<file path="src/rtl/wb_timer16.sv">
// wb_timer16: 16-bit WISHBONE timer/counter with prescaler, OVF/CMP flags, CTC and TEMP-latched 16-bit access.
// Define WB_TIMER16_PWM_EN to build the registered PWM output; otherwise pwm_o is tied low.
module wb_timer16 #(
  parameter logic [7:0] BASE_ADR = 8'h00
) (
  input  logic       clk_i,
  input  logic       rst_ni,
  input  logic [7:0] wb_adr_i,
  input  logic [7:0] wb_dat_i,
  output logic [7:0] wb_dat_o,
  input  logic       wb_stb_i,
  input  logic       wb_we_i,
  output logic       wb_ack_o,
  output logic       irq_o,
  input  logic       irq_ack_i,
  output logic       pwm_o
);
  localparam logic [2:0] A_CTRL   = 3'd0;
  localparam logic [2:0] A_STATUS = 3'd1;
  localparam logic [2:0] A_CNTL   = 3'd2;
  localparam logic [2:0] A_CNTH   = 3'd3;
  localparam logic [2:0] A_CMPL   = 3'd4;
  localparam logic [2:0] A_CMPH   = 3'd5;

  logic        ack_q, ack_d;
  logic [5:0]  ctrl_q, ctrl_d;
  logic        ovf_q, ovf_d, cmpf_q, cmpf_d;
  logic [15:0] cnt_q, cnt_d, cmp_q, cmp_d;
  logic [7:0]  temp_q, temp_d, psc_q, psc_d;

  logic       sel, wr, rd, tick, match;
  logic       ovf_set, cmp_set, ovf_clr, cmp_clr, irq_cmp, irq_ovf;
  logic [2:0] off;
  logic [7:0] div_m1, rdata;

  assign off   = wb_adr_i[2:0];
  assign sel   = wb_stb_i & (wb_adr_i[7:3] == BASE_ADR[7:3]);
  assign ack_d = sel & ~ack_q;
  // Side effects are taken on the edge that closes the ack cycle, so each strobe acts once.
  assign wr    = ack_q & sel & wb_we_i;
  assign rd    = ack_q & sel & ~wb_we_i;

  always_comb begin
    unique case (ctrl_q[2:1])
      2'b00:   div_m1 = 8'd0;
      2'b01:   div_m1 = 8'd7;
      2'b10:   div_m1 = 8'd63;
      default: div_m1 = 8'd255;
    endcase
  end

  assign tick  = ctrl_q[0] & (psc_q == div_m1);
  assign match = (cnt_q == cmp_q);

  always_comb begin
    psc_d = psc_q + 8'd1;
    if ((wr && off == A_CTRL) || !ctrl_q[0] || tick) psc_d = 8'd0;
  end

  // A CNT_L write overrides the tick of the same cycle, including its flags.
  always_comb begin
    cnt_d   = cnt_q;
    cmp_set = 1'b0;
    ovf_set = 1'b0;
    if (wr && off == A_CNTL) begin
      cnt_d = {temp_q, wb_dat_i};
    end else if (tick) begin
      cmp_set = match;
      ovf_set = &cnt_q;
      cnt_d   = (ctrl_q[3] && match) ? 16'd0 : cnt_q + 16'd1;
    end
  end

  assign irq_cmp = cmpf_q & ctrl_q[5];
  assign irq_ovf = ovf_q & ctrl_q[4];
  assign cmp_clr = (wr && off == A_STATUS && wb_dat_i[1]) | (irq_ack_i & irq_cmp);
  assign ovf_clr = (wr && off == A_STATUS && wb_dat_i[0]) | (irq_ack_i & ~irq_cmp & irq_ovf);
  assign cmpf_d  = cmp_set | (cmpf_q & ~cmp_clr);
  assign ovf_d   = ovf_set | (ovf_q & ~ovf_clr);

  always_comb begin
    ctrl_d = ctrl_q;
    cmp_d  = cmp_q;
    temp_d = temp_q;
    if (wr && off == A_CTRL) ctrl_d = wb_dat_i[5:0];
    if (wr && off == A_CMPL) cmp_d = {temp_q, wb_dat_i};
    if (wr && (off == A_CNTH || off == A_CMPH)) temp_d = wb_dat_i;
    if (rd && off == A_CNTL) temp_d = cnt_q[15:8];
  end

  always_comb begin
    unique case (off)
      A_CTRL:   rdata = {2'b00, ctrl_q};
      A_STATUS: rdata = {6'd0, cmpf_q, ovf_q};
      A_CNTL:   rdata = cnt_q[7:0];
      A_CNTH:   rdata = temp_q;
      A_CMPL:   rdata = cmp_q[7:0];
      A_CMPH:   rdata = cmp_q[15:8];
      default:  rdata = 8'd0;
    endcase
  end

  assign wb_dat_o = rd ? rdata : 8'd0;
  assign wb_ack_o = ack_q;
  assign irq_o    = irq_cmp | irq_ovf;

  always_ff @(posedge clk_i or negedge rst_ni) begin
    if (!rst_ni) begin
      ack_q  <= 1'b0;
      ctrl_q <= 6'd0;
      ovf_q  <= 1'b0;
      cmpf_q <= 1'b0;
      cnt_q  <= 16'd0;
      cmp_q  <= 16'd0;
      temp_q <= 8'd0;
      psc_q  <= 8'd0;
    end else begin
      ack_q  <= ack_d;
      ctrl_q <= ctrl_d;
      ovf_q  <= ovf_d;
      cmpf_q <= cmpf_d;
      cnt_q  <= cnt_d;
      cmp_q  <= cmp_d;
      temp_q <= temp_d;
      psc_q  <= psc_d;
    end
  end

`ifdef WB_TIMER16_PWM_EN
  logic pwm_q, pwm_d;
  assign pwm_d = (cnt_q < cmp_q) & ctrl_q[0];
  always_ff @(posedge clk_i or negedge rst_ni) begin
    if (!rst_ni) pwm_q <= 1'b0;
    else         pwm_q <= pwm_d;
  end
  assign pwm_o = pwm_q;
`else
  assign pwm_o = 1'b0;
`endif

endmodule

</file>
<file path="config.mk">
export PLATFORM = sky130hd
export DESIGN_NAME = wb_timer16
export DESIGN_NICKNAME = d
export VERILOG_FILES = /design/src/rtl/wb_timer16.sv
export SDC_FILE = /design/constraint.sdc
export NUM_CORES = 1
export LEC_CHECK = 0
export BUFFER_PORTS_ARGS = -buffer_cell sky130_fd_sc_hd__buf_2
export CAP_MARGIN = 0
export CELL_PAD_IN_SITES_DETAIL_PLACEMENT = 2
export CELL_PAD_IN_SITES_GLOBAL_PLACEMENT = 2
export CORE_UTILIZATION = 34
export DETAILED_ROUTE_END_ITERATION = 12
export PLACE_DENSITY_LB_ADDON = 0.3
export SYNTH_ARGS = -nofsm -noshare
export SYNTH_HDL_FRONTEND = slang
export SYNTH_SLANG_ARGS = --single-unit
</file>
<file path="constraint.sdc">
create_clock -name clk_i -period 2.1 [get_ports clk_i]
set_input_delay 0.21 -clock clk_i [delete_from_list [all_inputs] [get_ports clk_i]]
set_output_delay 0.21 -clock clk_i [all_outputs]
set_load 0.05 [all_outputs]
</file>
==> impl_metrics.toml, run 1 <==
[run_status]
status = "finished with violations"
violations = "negative setup slack"

[global_route]
grtUsageMet2_pct = 44.1
use_met3_pct = 4.82
grt_busiest_layer = "met2"
grt_first_pass_wirelength_mm = 21.3
grt_use_met1_pct = 32.6
grt_max_degree = 40
antenna_found_initial = 0
gr-total-overflow = 0
grt_use_total_pct = 26.3
grt_pass1_vias = 3692

[synth]
ys_types = 55
ys_seq_elements = 57
synth_ff_type = "dfrtp_1"
yosys.area.top_type = "dfrtp_1"
syn_area_per_cell_um2 = 9.54
yosys.area.top_type_share_pct = 40.3
yosys_warnings = 0
syn_area_mm2 = 0.00354
ys_seq_area_share_pct = 40.3
synth-edff-count = 0
synth_fp_nets = 394
syn_inst = 371
async_reset_ff_share_pct = 100
synthTopCellsByArea = "dfrtp_1 40%, mux2_2 11%, nor2_1 5.5%, xnor2_1 5.0%, a21oi_1 4.4%"

[critical_path]
crit_family = "compound AO/OA/AOI/OAI gates"
timing.rr.end = "cnt_q[15]$_DFFE_PN0P_"
critPathKind = "flip-flop to flip-flop"
r2r_start = "psc_q[0]$_DFF_PN0_"
cp.arrival_ps = 2420
startpoint = "psc_q[0]$_DFF_PN0_"
cp_cell_sequence = "or4_4 -> a211oi_2 -> o211ai_2 -> a21oi_2 -> buf_6 -> nand3b_1 -> a31oi_1"
r2r_cells = 7
slowest_stage = "or4_4"
r2r_slack_ps = -50
cp-start-kind = "flip-flop"
end_kind = "flip-flop"
slowest_delay_ps = 540
cp_max_fo = 6
setup.worst_path.end = "cnt_q[15]$_DFFE_PN0P_"
crit_required_ps = 2380
cp.depth = 7
crit_buf_inv = 1

[route]
drt-total-wl_mm = 13.3
vias = 3253
antenna_left = 0
wire_per_inst_um = 23.3
drt-initial-drc-count = 140
drcViolationCount = 0
drt-pass1-iter-count = 4
viasPerCell = 5.69

[clock_tree]
cts_tree = "done"
clkTransAtPathRegs_ps = 70
worstSkewPairLatency_ps = 360
cts_sinks = 57
cts_buffers = 9
cts-root-buf = "clkbuf_8"
cts_max_level = 3
clk_path_buf_depth = 2

[floorplanning]
fp.dieH_um = 104
initial_core_util_pct = 35.7
io_pins = 32
num_rows = 36
dieArea_mm2 = 0.0108
core_area_mm2 = 0.00991
die_w_um = 104

[timing]
rsz0062_at_grt = "yes"
post-route-min-period_ps = 2150
fmax_mhz = 466
setup-tns-final_ps = -226
hold_violations = 0
maxSlewHeadroom_pct = 63.4
worstMarginPinSlew_ps = 549
maxSlewViolCount = 0
period_share_pct = 102
fin_ws_ps = -47.5
clock_skew_ps = 9.38
setup_violations = 10

[placed_design]
routabilityCongestion = 0.826
dp_hpwl_mm = 9.51
place_ws_ps = -93.1
place_inst = 553
portBuffers = 30

[power_and_ir_drop]
p_per_area_mw_per_mm2 = 559
vdd_drop_max_mv = 0.227
leakagePower_nw = 2.01

[layout]
fin_cells = 572
layout_commonest_cell = "dfrtp_1"
n_antenna_cell = 0
most-common-layout-cells = "55 x dfrtp_1, 52 x nor2_1, 40 x buf_4"
drive_above_1_share_pct = 35.8
area.growth.synth_to_final_pct = 25.9
post-route-util_pct = 44.9
nets = 457

[worst_hold_path]
min_path_type = "primary input to flip-flop"

[job]
drv_cap = 0
[worst min path at each step]
stage           startpoint                   end  slack, ps  cells after the start
2_1_floorplan       rst_ni  cmp_q[0]$_DFFE_PN0P_        -90                      0
3_3_place_gp        rst_ni    psc_q[6]$_DFF_PN0_        210                      1
3_5_place_dp        rst_ni    psc_q[6]$_DFF_PN0_        210                      1
4_1_cts        wb_dat_i[7]  cmp_q[7]$_DFFE_PN0P_        130                      2
5_1_grt        wb_dat_i[6]  cmp_q[6]$_DFFE_PN0P_        150                      2
6_report       wb_dat_i[7]  cmp_q[7]$_DFFE_PN0P_        150                      2
[per-layer routing]
metal  share of wire [%]  vias up
met4                 2.6        0
met5                   0        -
met3                 3.4       24
met1                  44     1680
li1                    -     1468
met2                  50       81
[cells by family (layout without fill, tap and decap cells)]
kind of cell	count (synthesis)	after routing	share of synthesized area, %
simple gates	133	133	18.9
buf+inv	28	96	4.17
compound gates	84	84	16.4
fa+ha+maj	2	2	0.707
xor+xnor	22	22	5.45
other cells	1	1	0.106
flops	57	57	40.3
mux	44	44	14.0
[area by class of cell]
| cell class | count | area [µm²] |
|---|---|---|
| fill | 1082 | 5460 |
| multi-input combinational | 286 | 2060 |
| sequential | 57 | 1430 |
| timing repair buffer | 75 | 569 |
| tap | 133 | 166 |
| clock buffer | 12 | 165 |
| clock inverter | 4 | 50.0 |
| inverter | 5 | 18.8 |
[power breakdown]
group	total, mW	switching (mW)	internal, mW
clock	1.16	0.519	0.643
sequential	1.11	0.00669	1.10
combinational	0.219	0.140	0.0793
[sequential cells by signal, indices dropped and copies added, names as in the netlist]
register / flops
cmp_q: 16
cnt_q: 16
psc_q: 8
temp_q: 8
ctrl_q: 6
cmpf_q: 1
ovf_q: 1
wb_ack_o: 1
[through the flow]
step	area (µm²)	hold WS, ps	power (mW)
after CTS	4370	133	2.50
after detailed placement	4080	206	1.34
after floorplan	3540	-85.6	1.23
after global placement	4080	208	1.33
after global routing	4450	153	2.56
final	4450	154	2.49
[cells in the mapped netlist, types with 3 or more instances]
| library cell | n |
|---|---|
| mux2i_1 | 9 |
| o21ai_0 | 12 |
| mux2_2 | 34 |
| a31oi_1 | 10 |
| or4_1 | 3 |
| buf_6 | 3 |
| buf_2 | 9 |
| inv_1 | 5 |
| dfrtp_1 | 57 |
| xnor2_1 | 20 |
| a32oi_1 | 5 |
| a211oi_1 | 3 |
| nor2_1 | 52 |
| a221oi_1 | 4 |
| nand2_1 | 26 |
| nand3_1 | 12 |
| a22oi_1 | 3 |
| a21oi_1 | 31 |
| and3_1 | 6 |
| clkbuf_1 | 7 |
| nand3b_1 | 6 |
| nor3_1 | 3 |
| nor2b_1 | 4 |
| nand4_1 | 9 |
[repair_timing]
action	CTS	global route
gates resized for setup	19	22
gates cloned	0	0
endpoints found under the hold margin	18	0
buffers inserted	2	1
pin swaps	2	19
hold buffers	1	0
endpoints found under the setup margin	13	33
Power figures use the tool's default switching activity.
==> inputs of run 2 (changes only) <==
==> constraint.sdc (replaced) <==
create_clock -name clk_i -period 2.1 [get_ports clk_i]
set_input_delay 0.21 -clock clk_i [delete_from_list [all_inputs] [get_ports clk_i]]
set_output_delay 0.21 -clock clk_i [all_outputs]
set_load 0.01 [all_outputs]
==> impl_metrics.toml, run 2 (synthesis gave the netlist of run 1 again) <==
[run_status]
status = "finished with violations"
violations = "negative setup slack"

[power_and_ir_drop]
p_switching_uw = 609
p_sw_share_pct = 26.8
vdd_drop_max_mv = 0.287
power_mw = 2.28
p_int_mw = 1.67
leakagePower_nw = 2.09
p_seq_share_pct = 48.8
p_per_area_mw_per_mm2 = 508
clkPwrFrac_pct = 42.0
p_comb_share_pct = 9.3

[layout]
reg_top3 = "cmp_q x16, cnt_q x16"
nets = 464
fillers = 1073
drive_above_1_share_pct = 37.7
n_antenna_cell = 0
layout_commonest_cell = "dfrtp_1"
area.growth.synth_to_final_pct = 26.7
most-common-layout-cells = "54 x dfrtp_1, 52 x nor2_1, 47 x buf_4"

[global_route]
grt_busiest_layer = "met2"
grt_max_degree = 34
grt_use_met1_pct = 32.0
antenna_found_initial = 0
grt_first_pass_wirelength_mm = 20.5
gr-total-overflow = 0
grt_use_total_pct = 24.9
grt_pass1_vias = 3595
use_met3_pct = 3.82
grtUsageMet2_pct = 42.7

[floorplanning]
fp.dieH_um = 104
initial_core_util_pct = 35.7
core_area_mm2 = 0.00991
dieArea_mm2 = 0.0108
num_rows = 36
io_pins = 32
die_w_um = 104

[job]
drv_cap = 0

[placed_design]
routabilityCongestion = 0.840
place_ws_ps = -98.7
dp_hpwl_mm = 9.38
portBuffers = 30

[critical_path]
end_kind = "flip-flop"
crit_family = "simple AND/OR/NAND/NOR gates"
cp-start-kind = "flip-flop"
cp.arrival_ps = 2430
cp_max_fo = 7
crit_required_ps = 2320
crit_buf_inv = 2
slowest_delay_ps = 470
critPathKind = "flip-flop to flip-flop"
critical_path.most_common_cell = "buf_4"
slowest_stage = "dfrtp_2"
cp_cell_sequence = "xnor2_2 -> nand4_1 -> nor4_4 -> buf_4 -> a21oi_2 -> buf_4 -> a221oi_2 -> a21oi_1"

[timing]
rsz0062_at_grt = "yes"
clock_skew_ps = 8.86
setup_violations = 7
period_share_pct = 105
maxSlewViolCount = 0
worstMarginPinSlew_ps = 842
hold_violations = 0
maxSlewHeadroom_pct = 43.9
fmax_mhz = 452
post-route-min-period_ps = 2210
fin_ws_ps = -113

[route]
viasPerCell = 5.65
drt-pass1-iter-count = 4
antenna_left = 0
vias = 3272
drt-initial-drc-count = 134
drt-total-wl_mm = 13.5
drcViolationCount = 0
wire_per_inst_um = 23.3

[clock_tree]
cts_buffers = 9
cts_tree = "done"
cts-root-buf = "clkbuf_8"
clk_path_buf_depth = 2
cts_sinks = 57
cts_max_level = 3
worstSkewPairLatency_ps = 350
clkTransAtPathRegs_ps = 70

[worst_hold_path]
min_path_type = "primary input to flip-flop"
run 2: cell types whose count changed in the layout (fill, tap and decap cells not counted), moves of 3 or more:
cell and delta:
o21ai_2 +4, buf_6 -7, buf_2 +6, o21ai_1 -6, xnor2_2 +3, xnor2_1 -3
buf_4 +7
run 2: power groups by stage:
stage | clock [mW] | combinational, mW | sequential (mW)
detailed placement | 0 | 0.198 | 1.13
floorplan | 0 | 0.0955 | 1.13
global route | 1.01 | 0.231 | 1.11
finish | 0.955 | 0.211 | 1.11
CTS | 0.977 | 0.202 | 1.11
global placement | 0 | 0.190 | 1.13
run 2: layer usage:
layer / wire length, µm / up-vias
li1: - / 1486
met1: 5670 / 1657
met2: 6750 / 102
met3: 732 / 27
met4: 368 / 0
met5: 0 / -
run 2: stage by stage:
step	std cells	hold WS (ps)	utilization, %	instance area, µm²	TNS [ps]
floorplan	371	-85.6	-	3540	0
global placement	555	344	41.3	4090	-21.4
detailed placement	555	359	41.3	4090	-445
CTS	574	126	43.6	4320	-10.9
global route	579	149	45.2	4480	-1920
finish	579	140	45.2	4480	-288
run 2: layout make-up:
cell class                      count  area (µm²)  area share, %
Clock buffer                       13         159           3.55
Clock inverter                      3        15.0          0.335
Inverter                            5        18.8          0.419
Multi-Input combinational cell    286        2090           46.7
Sequential cell                    57        1430           31.9
Tap cell                          133         166           3.71
Timing Repair Buffer               82         598           13.3
run 2: what timing repair did:
action	4_1_cts	5_1_grt
hold endpoints to repair	32	0
gates cloned	0	1
pin swaps	1	10
gates resized for setup	7	25
buffers inserted	2	5
setup endpoints to repair	10	28
hold buffers	1	0
run 2: final timing paths:
path / to / slack (ps) / depth (start not counted) / start
worst min-delay path: cmp_q[7]$_DFFE_PN0P_ / 140 / 2 / wb_dat_i[7]
max in group asynchronous: cnt_q[9]$_DFFE_PN0P_ / 960 / 3 / rst_ni
min in group asynchronous: psc_q[6]$_DFF_PN0_ / 500 / 2 / rst_ni
worst max-delay path: cnt_q[9]$_DFFE_PN0P_ / -110 / 8 / cnt_q[4]$_DFFE_PN0P_
worst min register to register: wb_ack_o$_DFF_PN0_ / 490 / 1 / wb_ack_o$_DFF_PN0_
worst max register to register: cnt_q[9]$_DFFE_PN0P_ / -110 / 8 / cnt_q[4]$_DFFE_PN0P_
==> inputs of run 3 (changes only) <==
==> constraint.sdc (replaced) <==
create_clock -name clk_i -period 2.1 [get_ports clk_i]
set_input_delay 0.315 -clock clk_i [delete_from_list [all_inputs] [get_ports clk_i]]
set_output_delay 0.315 -clock clk_i [all_outputs]
set_load 0.01 [all_outputs]
==> impl_metrics.toml, run 3 (synthesis gave the netlist of run 1 again) <==
[floorplanning]
num_rows = 36
die_w_um = 104
initial_core_util_pct = 35.7
fp.dieH_um = 104
io_pins = 32
dieArea_mm2 = 0.0108
core_area_mm2 = 0.00991

[layout]
area.growth.synth_to_final_pct = 29.3
drive_above_1_share_pct = 40.9
nets = 470
reg_top3 = "cmp_q x16, cnt_q x16"
n_antenna_cell = 0
most-common-layout-cells = "52 x nor2_1, 51 x dfrtp_1, 48 x buf_4"
fin_area_mm2 = 0.00457
layout_commonest_cell = "nor2_1"

[placed_design]
routabilityCongestion = 0.856
dpl_cell_area_mm2 = 0.00413
portBuffers = 30
dp_hpwl_mm = 9.93
place_ws_ps = -88.8

[timing]
worstMarginPinSlew_ps = 693
fin_ws_ps = -51.7
fmax_mhz = 465
timing.hold.ws_ps = -6.58
maxSlewHeadroom_pct = 53.8
post-route-min-period_ps = 2150
period_share_pct = 102
hold_violations = 5
maxSlewViolCount = 0
clock_skew_ps = 10.4
rsz0062_at_grt = "yes"
setup_violations = 7

[global_route]
grt_first_pass_wirelength_mm = 22.1
grt_use_total_pct = 27.2
gr-total-overflow = 0
grt_pass1_vias = 3691
grt_max_degree = 34
antenna_found_initial = 0

[worst_hold_path]
min_path_type = "primary input to async pin"

[critical_path]
critPathKind = "flip-flop to flip-flop"
cp.arrival_ps = 2390
end_kind = "flip-flop"
cp_max_fo = 7
cp-start-kind = "flip-flop"
crit_required_ps = 2340

[power_and_ir_drop]
vdd_drop_max_mv = 0.256
clkPwrFrac_pct = 42.7
p_comb_share_pct = 9.6
p_seq_share_pct = 47.8
p_per_area_mw_per_mm2 = 508
p_sw_share_pct = 28.1
leakagePower_nw = 2.14
p_switching_uw = 652
p_int_mw = 1.67

[clock_tree]
worstSkewPairLatency_ps = 360
cts_buffers = 9
cts_tree = "done"
cts_max_level = 3
clk_path_buf_depth = 2
cts-root-buf = "clkbuf_8"
cts_sinks = 57
clkTransAtPathRegs_ps = 70

[route]
drcViolationCount = 0
antenna_left = 0
wire_per_inst_um = 24.2
vias = 3337
drt-pass1-iter-count = 4
drt-initial-drc-count = 155
drt-total-wl_mm = 14.2
viasPerCell = 5.70

[run_status]
violations = "negative hold slack, negative setup slack"
status = "finished with violations"

[job]
drv_cap = 0
run 3: cell count changes in the layout (fill, tap and decap cells not counted), moves of 2 or more:
| cell | delta |
|---|---|
| o21ai_0 | +3 |
| buf_6 | +7 |
| xnor2_2 | +5 |
| a221oi_2 | -2 |
| dfrtp_2 | +3 |
| dfrtp_1 | -3 |
| a21oi_2 | +3 |
| xnor2_1 | -5 |
| o21ai_2 | -3 |
| clkbuf_1 | -2 |
| clkinvlp_4 | +2 |
| a221oi_1 | +2 |
| a21oi_1 | -3 |
run 3: critical path, cell delays in order (launching register included):
cell	delay, ps
dfrtp_1	410
xnor2_2	260
nand4_1	230
nor4_4	350
buf_4	180
a21oi_2	80
buf_6	160
a221oi_1	240
a21oi_1	110
run 3: worst paths after layout:
path	to	startpoint	slack, ps	depth (start not counted)
hold / removal	psc_q[6]$_DFF_PN0_	rst_ni	-7	1
max in group asynchronous	cnt_q[6]$_DFFE_PN0P_	rst_ni	1460	2
setup / recovery	cnt_q[6]$_DFFE_PN0P_	cnt_q[10]$_DFFE_PN0P_	-50	8
hold reg to reg	wb_ack_o$_DFF_PN0_	wb_ack_o$_DFF_PN0_	510	1
min in group clk_i	wb_ack_o$_DFF_PN0_	wb_adr_i[6]	270	3
setup reg to reg	cnt_q[6]$_DFFE_PN0P_	cnt_q[10]$_DFFE_PN0P_	-50	8
run 3: metrics by stage:
| step | utilization, % | std cells | power [mW] | setup TNS (ps) | hold slack [ps] |
|---|---|---|---|---|---|
| 6_report | 46.2 | 585 | 2.32 | -165 | -6.58 |
| 3_3_place_gp | 41.6 | 561 | 1.33 | -34.7 | 379 |
| 4_1_cts | 44.8 | 582 | 2.33 | -45.8 | 7.64 |
| 2_1_floorplan | - | 371 | 1.22 | 0 | 19.4 |
| 3_5_place_dp | 41.6 | 561 | 1.33 | -688 | 386 |
| 5_1_grt | 46.2 | 585 | 2.40 | -703 | 17.9 |
run 3: layout make-up:
type,instances,area (µm²)
clock buffers,11,151
clock inverters,5,30.0
fillers,1073,5340
inverters,5,18.8
multi-input cells,286,2140
flip-flops and latches,57,1430
well taps,133,166
repair buffers,88,634
run 3: power by group through the flow:
stage	Sequential, mW	Combinational, mW	Clock [mW]
after global placement	1.13	0.199	0
after detailed placement	1.13	0.206	0
after global routing	1.11	0.242	1.05
final	1.11	0.222	0.991
after CTS	1.11	0.218	1.00
after floorplan	1.13	0.0955	0
run 3: layer usage:
metal | share of wire [%] | GRT usage, %
met1 | 43 | 35.2
met2 | 51 | 46.1
met3 | 3.7 | 4.57
met4 | 1.5 | 8.47
met5 | 0 | 0
run 3: what timing repair did:
| item | in CTS | in global routing |
|---|---|---|
| gates cloned | 1 | 0 |
| hold buffers | 0 | 0 |
| pin swaps | 9 | 19 |
| setup buffers | 4 | 3 |
| resized for setup | 23 | 23 |
| setup endpoints to repair | 12 | 27 |
